**src/rtl/ld_inc_seq_pkg.sv**
```systemverilog
// Shared state encoding and default widths for the load/increment sequencer.
package ld_inc_seq_pkg;

   localparam int DEF_WIDTH = 8;
   localparam int DEF_CNT_W = 8;
   localparam int DEF_GAP_W = 4;

   typedef enum logic [2:0] {
      IDLE,
      LOAD,
      INC,
      GAP,
      DONE
   } state_t;

endpackage

```
**src/rtl/ld_inc_seq_dcnt.sv**
```systemverilog
// Loadable down-counter with a zero flag; load wins over decrement and the
// count never wraps below zero.
module ld_inc_seq_dcnt #(
   parameter int W = 8
) (
   input  logic         clk,
   input  logic         rst_n,
   input  logic         load,
   input  logic [W-1:0] load_val,
   input  logic         dec,
   output logic         zero
);

   logic [W-1:0] value;

   always_ff @(posedge clk or negedge rst_n) begin
      if (!rst_n) begin
         value <= '0;
      end else if (load) begin
         value <= load_val;
      end else if (dec && (value != '0)) begin
         value <= value - W'(1);
      end
   end

   assign zero = (value == '0);

endmodule

```
**src/rtl/ld_inc_seq.sv**
```systemverilog
// Command sequencer: one load strobe, then a programmed number of increment
// strobes separated by a programmed idle gap, ending with a done pulse.
module ld_inc_seq
   import ld_inc_seq_pkg::*;
#(
   parameter int WIDTH = DEF_WIDTH,
   parameter int CNT_W = DEF_CNT_W,
   parameter int GAP_W = DEF_GAP_W
) (
   input  logic             clk,
   input  logic             rst_n,
   input  logic             cmd_valid,
   output logic             cmd_ready,
   input  logic [WIDTH-1:0] cmd_base,
   input  logic [CNT_W-1:0] cmd_count,
   input  logic [GAP_W-1:0] cmd_gap,
   input  logic             abort,
   output logic             ld,
   output logic             inc,
   output logic [WIDTH-1:0] data,
   output logic             busy,
   output logic             done,
   output logic             aborted
);

   state_t           state;
   logic [GAP_W-1:0] gap_cfg;
   logic             accept;
   logic             rem_zero;
   logic             gap_zero;
   logic             go_inc;
   logic             go_gap;
   logic             go_done;

   assign cmd_ready = (state == IDLE);
   assign accept    = cmd_valid && cmd_ready;

   // Remaining count drops as each increment is issued, so in INC a zero
   // flag means the strobe just issued was the last one.
   always_comb begin
      go_inc  = 1'b0;
      go_gap  = 1'b0;
      go_done = 1'b0;
      case (state)
         LOAD: begin
            if (abort || rem_zero) go_done = 1'b1;
            else                   go_inc  = 1'b1;
         end
         INC: begin
            if (abort || rem_zero)    go_done = 1'b1;
            else if (gap_cfg == '0)   go_inc  = 1'b1;
            else                      go_gap  = 1'b1;
         end
         GAP: begin
            if (abort)         go_done = 1'b1;
            else if (gap_zero) go_inc  = 1'b1;
         end
         default: ;
      endcase
   end

   ld_inc_seq_dcnt #(.W(CNT_W)) u_rem (
      .clk      (clk),
      .rst_n    (rst_n),
      .load     (accept),
      .load_val (cmd_count),
      .dec      (go_inc),
      .zero     (rem_zero)
   );

   // Gap counter holds gap-1 on entry so GAP lasts exactly gap cycles.
   ld_inc_seq_dcnt #(.W(GAP_W)) u_gap (
      .clk      (clk),
      .rst_n    (rst_n),
      .load     (go_gap),
      .load_val (gap_cfg - GAP_W'(1)),
      .dec      ((state == GAP) && !go_inc && !go_done),
      .zero     (gap_zero)
   );

   always_ff @(posedge clk or negedge rst_n) begin
      if (!rst_n) begin
         state   <= IDLE;
         gap_cfg <= '0;
         ld      <= 1'b0;
         inc     <= 1'b0;
         data    <= '0;
         busy    <= 1'b0;
         done    <= 1'b0;
         aborted <= 1'b0;
      end else begin
         ld      <= 1'b0;
         inc     <= 1'b0;
         done    <= 1'b0;
         aborted <= 1'b0;
         case (state)
            IDLE: begin
               if (accept) begin
                  state   <= LOAD;
                  ld      <= 1'b1;
                  data    <= cmd_base;
                  gap_cfg <= cmd_gap;
                  busy    <= 1'b1;
               end
            end
            LOAD, INC, GAP: begin
               if (go_done) begin
                  state   <= DONE;
                  done    <= 1'b1;
                  aborted <= abort;
               end else if (go_inc) begin
                  state <= INC;
                  inc   <= 1'b1;
               end else if (go_gap) begin
                  state <= GAP;
               end
            end
            DONE: begin
               state <= IDLE;
               busy  <= 1'b0;
            end
            default: begin
               state <= IDLE;
               busy  <= 1'b0;
            end
         endcase
      end
   end

endmodule

```
**config.mk**
```make
export PLATFORM = sky130hd
export DESIGN_NAME = ld_inc_seq
export DESIGN_NICKNAME = d
export VERILOG_FILES = /design/src/rtl/ld_inc_seq_pkg.sv /design/src/rtl/ld_inc_seq_dcnt.sv /design/src/rtl/ld_inc_seq.sv
export SDC_FILE = /design/constraint.sdc
export NUM_CORES = 1
export LEC_CHECK = 0
export CORE_MARGIN = 3
export CORE_UTILIZATION = 56
export CTS_BUF_LIST = sky130_fd_sc_hd__clkbuf_4 sky130_fd_sc_hd__clkbuf_8
export CTS_CLUSTER_DIAMETER = 30
export CTS_CLUSTER_SIZE = 10
export DETAILED_ROUTE_END_ITERATION = 10
export PLACE_DENSITY_LB_ADDON = 0.12
export SYNTH_ARGS = -nofsm -noshare
export SYNTH_HDL_FRONTEND = slang
export SYNTH_HIERARCHICAL = 1
export SYNTH_SLANG_ARGS = --single-unit
```
**constraint.sdc**
```tcl
create_clock -name clk -period 6.3 [get_ports clk]
set_input_delay 1.575 -clock clk [delete_from_list [all_inputs] [get_ports clk]]
set_output_delay 1.575 -clock clk [all_outputs]
set_load 0.01 [all_outputs]
```
Word-level counts from Yosys, hierarchy flattened
Cells that the tools add are included.

storage, ports and cells
  register bits = 32
  logic and storage cells = 72
  input bits = 24
  output and inout port bits = 14

cells by class
  muxes and demuxes = 32
  reduce and logical (&&, ||, !) cells = 21
  bitwise gates (word level) = 1
  add/subtract/negate cells = 3
  eq/ne operators = 5

operator list
  kind                 count
  $mux 1               20
  $mux 8               2
  $mux 3               4
  $logic_not 4->1      2
  $logic_not 8->1      1
  $mux 4               2
  $reduce_bool 8->1    1
  $sub 4x1->4 const B  2
  $sub 8x1->8 const B  1
  $eq 3x2->1 const B   2
  $pmux 3 s2           1
  $reduce_and 2->1     3
  $logic_and 1x1->1    5
  $ne 4x4->1 const B   1
  $pmux 1 s2           2
  $reduce_bool 2->1    2
  $reduce_bool 4->1    1
  $eq 3x1->1 const B   1
  $logic_not 3->1      1
  $pmux 1 s3           1
  $reduce_or 3->1      1
  $logic_not 1->1      2
  $ne 2x1->1 const B   1
  $reduce_or 2->1      1
  2 further kinds      2

Depth between registers and ports, before layout
Gate-level depths: netlist of the first run.

  depth after elaboration = 10
  mapped depth = 10
  mapped depth without buffers = 10

Hierarchy
Netlist of the first run, hierarchy kept.

modules (own cells, without submodules)
  module                    cells an instance  instances  sequential area each (um^2)  area an instance (um^2)
  ld_inc_seq                68                 1          500.5                        893.4
  ld_inc_seq_dcnt at u_rem  58                 1          200.2                        528.0
  ld_inc_seq_dcnt at u_gap  27                 1          100.1                        270.3

Worst setup path before layout of the first run
Ideal clock, no wire load.

  kind = input-to-reg
  start = in abort
  end = reg u_rem.value[7]
  path slack = 2.724 ns
  required time = 6.174 ns
  stages = 6
  arrival = 3.450 ns
  path buffers = 0
  setup time = 0.126 ns
  cells stage by stage = or4b_1 nor3_2 or2_1 or3b_1 o311a_1 a221o_1

between the ends
  cells in the longest elaborated chain, start to end = 5
  elaborated cells between the ends (all ways) = 7
  classes of those cells = mux: 4; reduce/logical: 3

RTL lines
  item                           RTL line                            text
  from (decl)                    ld_inc_seq.sv:17                    input logic abort,
  $logic_or 1x1->1               ld_inc_seq.sv:46, ld_inc_seq.sv:50
  $mux 1 (on tied branches)      ld_inc_seq.sv:50, ld_inc_seq.sv:46
  $pmux 1 s3 *                   ld_inc_seq.sv:44                    case (state)
  net go_inc                     ld_inc_seq.sv:31                    logic go_inc;
  $logic_and 1x1->1 *            ld_inc_seq_dcnt.sv:21               end else if (dec && (value != '0)) begin
  $reduce_bool 2->1 (no line) *  --
  to (signal assigned)           ld_inc_seq_dcnt.sv:20               value <= load_val;
  to (signal assigned)           ld_inc_seq_dcnt.sv:22               value <= value - W'(1);
  to (decl)                      ld_inc_seq_dcnt.sv:14               logic [W-1:0] value;

The timed path passes the listed nets; every way through them passes the cells marked *.
A chain may end at the register's enable or synchronous reset.

Final worst setup path of the first run
Ends and elaborated chain as after synthesis.

==> results.json, run 1 <==
{
  "outcome": "completed",
  "drv_cap": 0,
  "seq_area_frac_synth_pct": 47.3,
  "dieArea_um2": 3720,
  "hpwlAfterDp_um": 2490,
  "cp-end-kind": "register",
  "ys_warn_count": 6,
  "die_w_um": 61.0,
  "gp_congestion": 0.855,
  "hold_viol_final": 0,
  "p_seq_share_pct": 40.7,
  "rows": 19,
  "final_cells": 225,
  "p_int_uw": 596,
  "grt-ovfl-total": 0,
  "syn-cell-area_um2": 1690,
  "slew_violations": 0,
  "start_util_pct": 59.8,
  "finalWorstPathRequiredPeriod_ns": 3.87,
  "combPwrFrac_pct": 47.3,
  "max-slew-margin-rel_pct": 30.4,
  "finalPower_uw": 960,
  "max-clock-path-buffers": 2,
  "rsz0062_at_grt": "false",
  "pin_count": 38,
  "synth_top_flop_cell": "dfrtp_1",
  "cts_resized": 0,
  "cts_tree": "built",
  "critPathKind": "in -> reg",
  "wl_per_cell_um": 15.8,
  "vdd_drop_max_mv": 0.250,
  "drt-vias-per-instance": 6.02,
  "avgSynthCellArea_um2": 11.1,
  "sw_frac_of_total_pct": 37.9,
  "crit_path_cell_trace": "clkdlybuf4s50_1 -> or2_2 -> nor4bb_1 -> or2_1 -> or3b_1 -> o311a_1 -> a221o_1",
  "grt_max_degree": 33,
  "tightest_slew_ns": 1.04,
  "p_leak_nw": 0.881,
  "rr_startpoint": "u_rem/value[0]",
  "area_delta_synth_final_pct": 25.2,
  "worstPathMaxFanout": 6,
  "antenna_cells": 0,
  "drt_iter0_drc": 78,
  "syn_inst": 153,
  "p_per_area_nw_per_um2": 453,
  "slowest_stage": "clkdlybuf4s50_1",
  "max_freq_mhz": 258,
  "pwr-share-clk_pct": 12.0,
  "grt_pass1_vias": 1334,
  "cts-htree-levels": 2,
  "wl_um": 3550,
  "ant_nets": 0,
  "clk_latency_ns": 0.35,
  "min_from": "data[7]",
  "async_flop_share_pct": 100,
  "place_inst": 218,
  "root_buffer": "clkbuf_4",
  "antenna_found_initial": 0,
  "cts-buffers-inserted": 5,
  "multi_input_area_um2": 807,
  "critPathLaunchType": "input pin",
  "regArea_um2": 801,
  "skew_ns": 0.00865,
  "syn_nets": 181,
  "clkSinkCount": 32,
  "post_cts_buffers": 0,
  "grt_use_total_pct": 22.3,
  "synth-edff-count": 0,
  "p_switching_uw": 363,
  "coreArea_um2": 2830,
  "via_count": 1355,
  "tns_ns": 0,
  "drc": 0,
  "drive_gt1_share_pct": 14.9,
  "nets": 222,
  "required_ns": 6.55,
  "ys_types": 52,
  "startpoint": "abort",
  "hp-class": "reg -> reg",
  "finalSetupViolCount": 0,
  "firstDrtPassIters": 4,
  "finalCritPeriodShare_pct": 61.4,
  "path_clk_slew_ns": 0.10,
  "portBuffers": 37,
  "cts_hold_buf": 0,
  "grt_pass1_wl_um": 6020,
  "synth_seq_cells": 32,
  "fillCellCount": 209,
  "die_h_um": 61.0,
  "cpPeakStageDelay_ns": 0.46,
  "arrival_ns": 4.12
}
[critical path, delay by kind of cell]
kind	cells	cell delay, ns
and+or+nand+nor	4	1.50
AOI/OAI and AO/OA	2	0.57
buffers and inverters	1	0.46
[layout make-up]
class	count	share of cell area, %
well taps	31	1.83
multi-input cells	106	38.1
flip-flops and latches	32	37.8
repair buffers	38	17.8
clock buffers	6	2.13
clock inverters	1	0.236
inverters	11	2.07
[power groups by stage]
stage / Sequential [mW] / Clock, mW / Combinational, mW
6_report: 0.390 / 0.116 / 0.453
5_1_grt: 0.406 / 0.128 / 0.503
4_1_cts: 0.389 / 0.120 / 0.457
3_5_place_dp: 0.391 / 0 / 0.456
3_3_place_gp: 0.382 / 0 / 0.437
2_1_floorplan: 0.392 / 0 / 0.293
[final timing paths]
check / slack [ns] / end / cells past startpoint
setup / recovery: 2.43 / u_rem/value[7] / 7
hold / removal: 0.52 / data[7] / 1
setup reg to reg: 3.08 / u_rem/value[7] / 10
hold reg to reg: 0.52 / data[7] / 1
max in group asynchronous: 4.39 / state[1] / 2
min in group asynchronous: 1.61 / data[1] / 2
[metal layers]
layer | wire length, um | share of wire, % | GRT usage, % | vias up
met3 | 174 | 4.9 | 4.68 | 8
met1 | 1570 | 44 | 28.2 | 660
met4 | 89 | 2.5 | 13.6 | 0
li1 | - | - | - | 648
met5 | 0 | 0 | 0 | -
met2 | 1710 | 48 | 35.0 | 39
[through the flow]
stage | utilization [%] | hold slack, ns | worst slack [ns] | instance area [um2]
after floorplan | - | 0.511 | 2.72 | 1690
after global placement | 73.1 | 0.489 | 2.20 | 2070
after detailed placement | 73.1 | 0.493 | 2.06 | 2070
after CTS | 74.9 | 0.522 | 2.44 | 2120
after global routing | 74.9 | 0.543 | 2.26 | 2120
final | 74.9 | 0.521 | 2.43 | 2120
[state kept, by name, summed over array words and instances, names as in the netlist]
signal and count:
aborted 1, busy 1, data 8, done 1
gap_cfg 4, inc 1, ld 1, state 3
u_gap/value 4, u_rem/value 8
[cell families (layout without fill, tap and decap cells)]
kind of cell    count (synthesis)  count (layout)  share of synthesized area [%]
fa+ha+maj                       4               4                           2.96
buf+inv                        15              56                           4.96
xor+xnor                        2               2                           1.04
flops                          32              32                           47.3
simple gates                   59              59                           22.2
compound gates                 31              31                           13.3
mux                            10              10                           8.21
[cells in the final DEF, fill, tap and decap left out, types with 3 or more instances in the layout]
master	instances
nor3b_1	6
clkdlybuf4s50_1	37
nand2_1	6
inv_1	9
clkbuf_4	6
mux2_4	7
nor2_1	7
nand3_1	4
o21ai_0	7
nor2b_1	3
mux2_2	3
a21oi_1	6
dfrtp_1	32
a221o_1	3
ha_1	4
or4_1	4
nor3_1	9
[cells in the mapped netlist (2+ instances only)]
library cell / n / area [um2]
nor2_1: 7 / 26.3
xor2_1: 2 / 17.5
or4_1: 4 / 30.0
nand4_1: 2 / 12.5
o21ai_0: 7 / 35.0
nor3b_1: 6 / 45.0
ha_1: 4 / 50.1
or3b_2: 2 / 17.5
nor3_1: 9 / 45.0
mux2_4: 7 / 105
a31oi_1: 2 / 12.5
dfrtp_1: 32 / 801
or2_1: 2 / 12.5
nor2b_1: 3 / 18.8
nand2_1: 6 / 22.5
nand3_1: 4 / 20.0
a21oi_1: 6 / 30.0
inv_1: 9 / 33.8
a221o_1: 3 / 30.0
mux2_2: 3 / 33.8
nor3_2: 2 / 20.0
Power figures use the tool's default switching activity.
==> run 2, diff against run 1 <==
--- a/config.mk
+++ b/config.mk
@@ -6,7 +6,7 @@
 export NUM_CORES = 1
 export LEC_CHECK = 0
 export CORE_MARGIN = 3
-export CORE_UTILIZATION = 56
+export CORE_UTILIZATION = 47
 export CTS_BUF_LIST = sky130_fd_sc_hd__clkbuf_4 sky130_fd_sc_hd__clkbuf_8
 export CTS_CLUSTER_DIAMETER = 30
 export CTS_CLUSTER_SIZE = 10
==> constraint.sdc (replaced) <==
create_clock -name clk -period 3.5 [get_ports clk]
set_input_delay 0.875 -clock clk [delete_from_list [all_inputs] [get_ports clk]]
set_output_delay 0.875 -clock clk [all_outputs]
set_load 0.01 [all_outputs]
==> results.json, run 2 (synthesized netlist as in run 1, its figures left out) <==
{
  "outcome": "completed",
  "rsz0062_at_grt": "false",
  "drc": 0,
  "grt_pass1_vias": 1403,
  "startpoint": "abort",
  "clkSinkCount": 32,
  "hold_slack_ns": 0.514,
  "rows": 21,
  "nets": 226,
  "final_cell_area_um2": 2170,
  "slew_violations": 0,
  "rr_endpoint": "u_rem/value[3]",
  "die_w_um": 66.0,
  "critPathLaunchType": "input pin",
  "cts_hold_buf": 0,
  "drt_iter0_drc": 69,
  "pin_count": 38,
  "cp-end-kind": "register",
  "max-clock-path-buffers": 2,
  "antenna_cells": 0,
  "portBuffers": 37,
  "clk_latency_ns": 0.32,
  "wl_per_cell_um": 14.2,
  "start_util_pct": 49.9,
  "tns_ns": 0,
  "cts_resized": 0,
  "grt_max_degree": 33,
  "die_h_um": 66.0,
  "wl_um": 3480,
  "worstPathMaxFanout": 6,
  "max_freq_mhz": 314,
  "grt_pass1_wl_um": 5800,
  "firstDrtPassIters": 4,
  "grt_use_total_pct": 17.6,
  "largestRegisters": "data x8, u_rem/value x8",
  "p_leak_nw": 0.903,
  "max-slew-margin-rel_pct": 53.4,
  "setup_slack_ns": 0.312,
  "tightest_slew_ns": 0.692,
  "drt-vias-per-instance": 5.56,
  "skew_ns": 0.00665,
  "hp-class": "reg -> reg",
  "critPathKind": "in -> reg",
  "placed_cell_area_um2": 2120,
  "via_count": 1356,
  "rrSetupSlack_ns": 0.34,
  "gp_congestion": 0.921,
  "dieArea_um2": 4360,
  "path_clk_slew_ns": 0.09,
  "root_buffer": "clkbuf_4",
  "rr_startpoint": "u_rem/value[0]",
  "final_common_cell": "clkdlybuf4s50_1",
  "p_per_area_nw_per_um2": 796,
  "rr_worst_depth": 10,
  "post_cts_buffers": 0,
  "drv_cap": 0,
  "required_ns": 3.72,
  "hpwlAfterDp_um": 2660,
  "arrival_ns": 3.41,
  "ant_nets": 0,
  "whs_path_depth": 1,
  "final_cells": 244,
  "final_cell_mix": "37 x clkdlybuf4s50_1, 32 x dfrtp_1, 9 x nor3_1, 9 x inv_1",
  "area_delta_synth_final_pct": 28.1,
  "place_inst": 237,
  "coreArea_um2": 3390,
  "cts_tree": "built",
  "grt-ovfl-total": 0,
  "cts-htree-levels": 2,
  "antenna_found_initial": 0,
  "finalSetupViolCount": 0,
  "finalCritPeriodShare_pct": 91.1,
  "finalWorstPathRequiredPeriod_ns": 3.19,
  "critPathCapture": "u_rem/value[3]",
  "hold_viol_final": 0,
  "vdd_drop_max_mv": 0.429,
  "cts-buffers-inserted": 5,
  "drive_gt1_share_pct": 16.7,
  "pre_cts_ws_ns": 0.0129
}
==> run 2: changes by cell type in the layout (fill, tap and decap cells not counted), sizes merged <==
| cell | previous run | this run |
|---|---|---|
| buf | 1 | 5 |
==> run 2: area by class of cell <==
cell class	count	area [um2]
inverters	11	43.8
well taps	46	57.6
fillers	283	1220
multi-input cells	106	807
flip-flops and latches	32	801
repair buffers	42	408
clock buffers	6	45.0
clock inverters	1	5.00
==> run 2: metal layers <==
metal  GRT usage [%]  wire (um)
met2            29.3       1750
met3            5.44        163
met5               0          0
met1            20.4       1520
met4            8.88         39
==> run 2: worst min-delay path by stage <==
stage,startpoint,end,slack [ns]
floorplan,state[2],aborted,0.51
global placement,data[6],data[6],0.49
detailed placement,data[7],data[7],0.50
CTS,data[7],data[7],0.52
global route,data[7],data[7],0.54
finish,data[7],data[7],0.51
==> run 2: power by group <==
part	switching [mW]	internal [mW]	total, mW
clock network	0.109	0.0816	0.190
logic	0.373	0.458	0.831
registers	0.159	0.544	0.703
==> run 2: per-stage QoR <==
stage	util, %	total power [mW]
after floorplan	-	1.23
after global placement	62.5	1.50
after detailed placement	62.5	1.54
after CTS	63.9	1.74
after global routing	63.9	1.86
final	63.9	1.72
==> run 2: critical path: stages <==
cell and delay, ns:
clkdlybuf4s50_1 0.46, or4b_1 0.57, nor3_2 0.24, or2_1 0.15, or3b_1 0.45, or4_1 0.45
o221ai_1 0.21
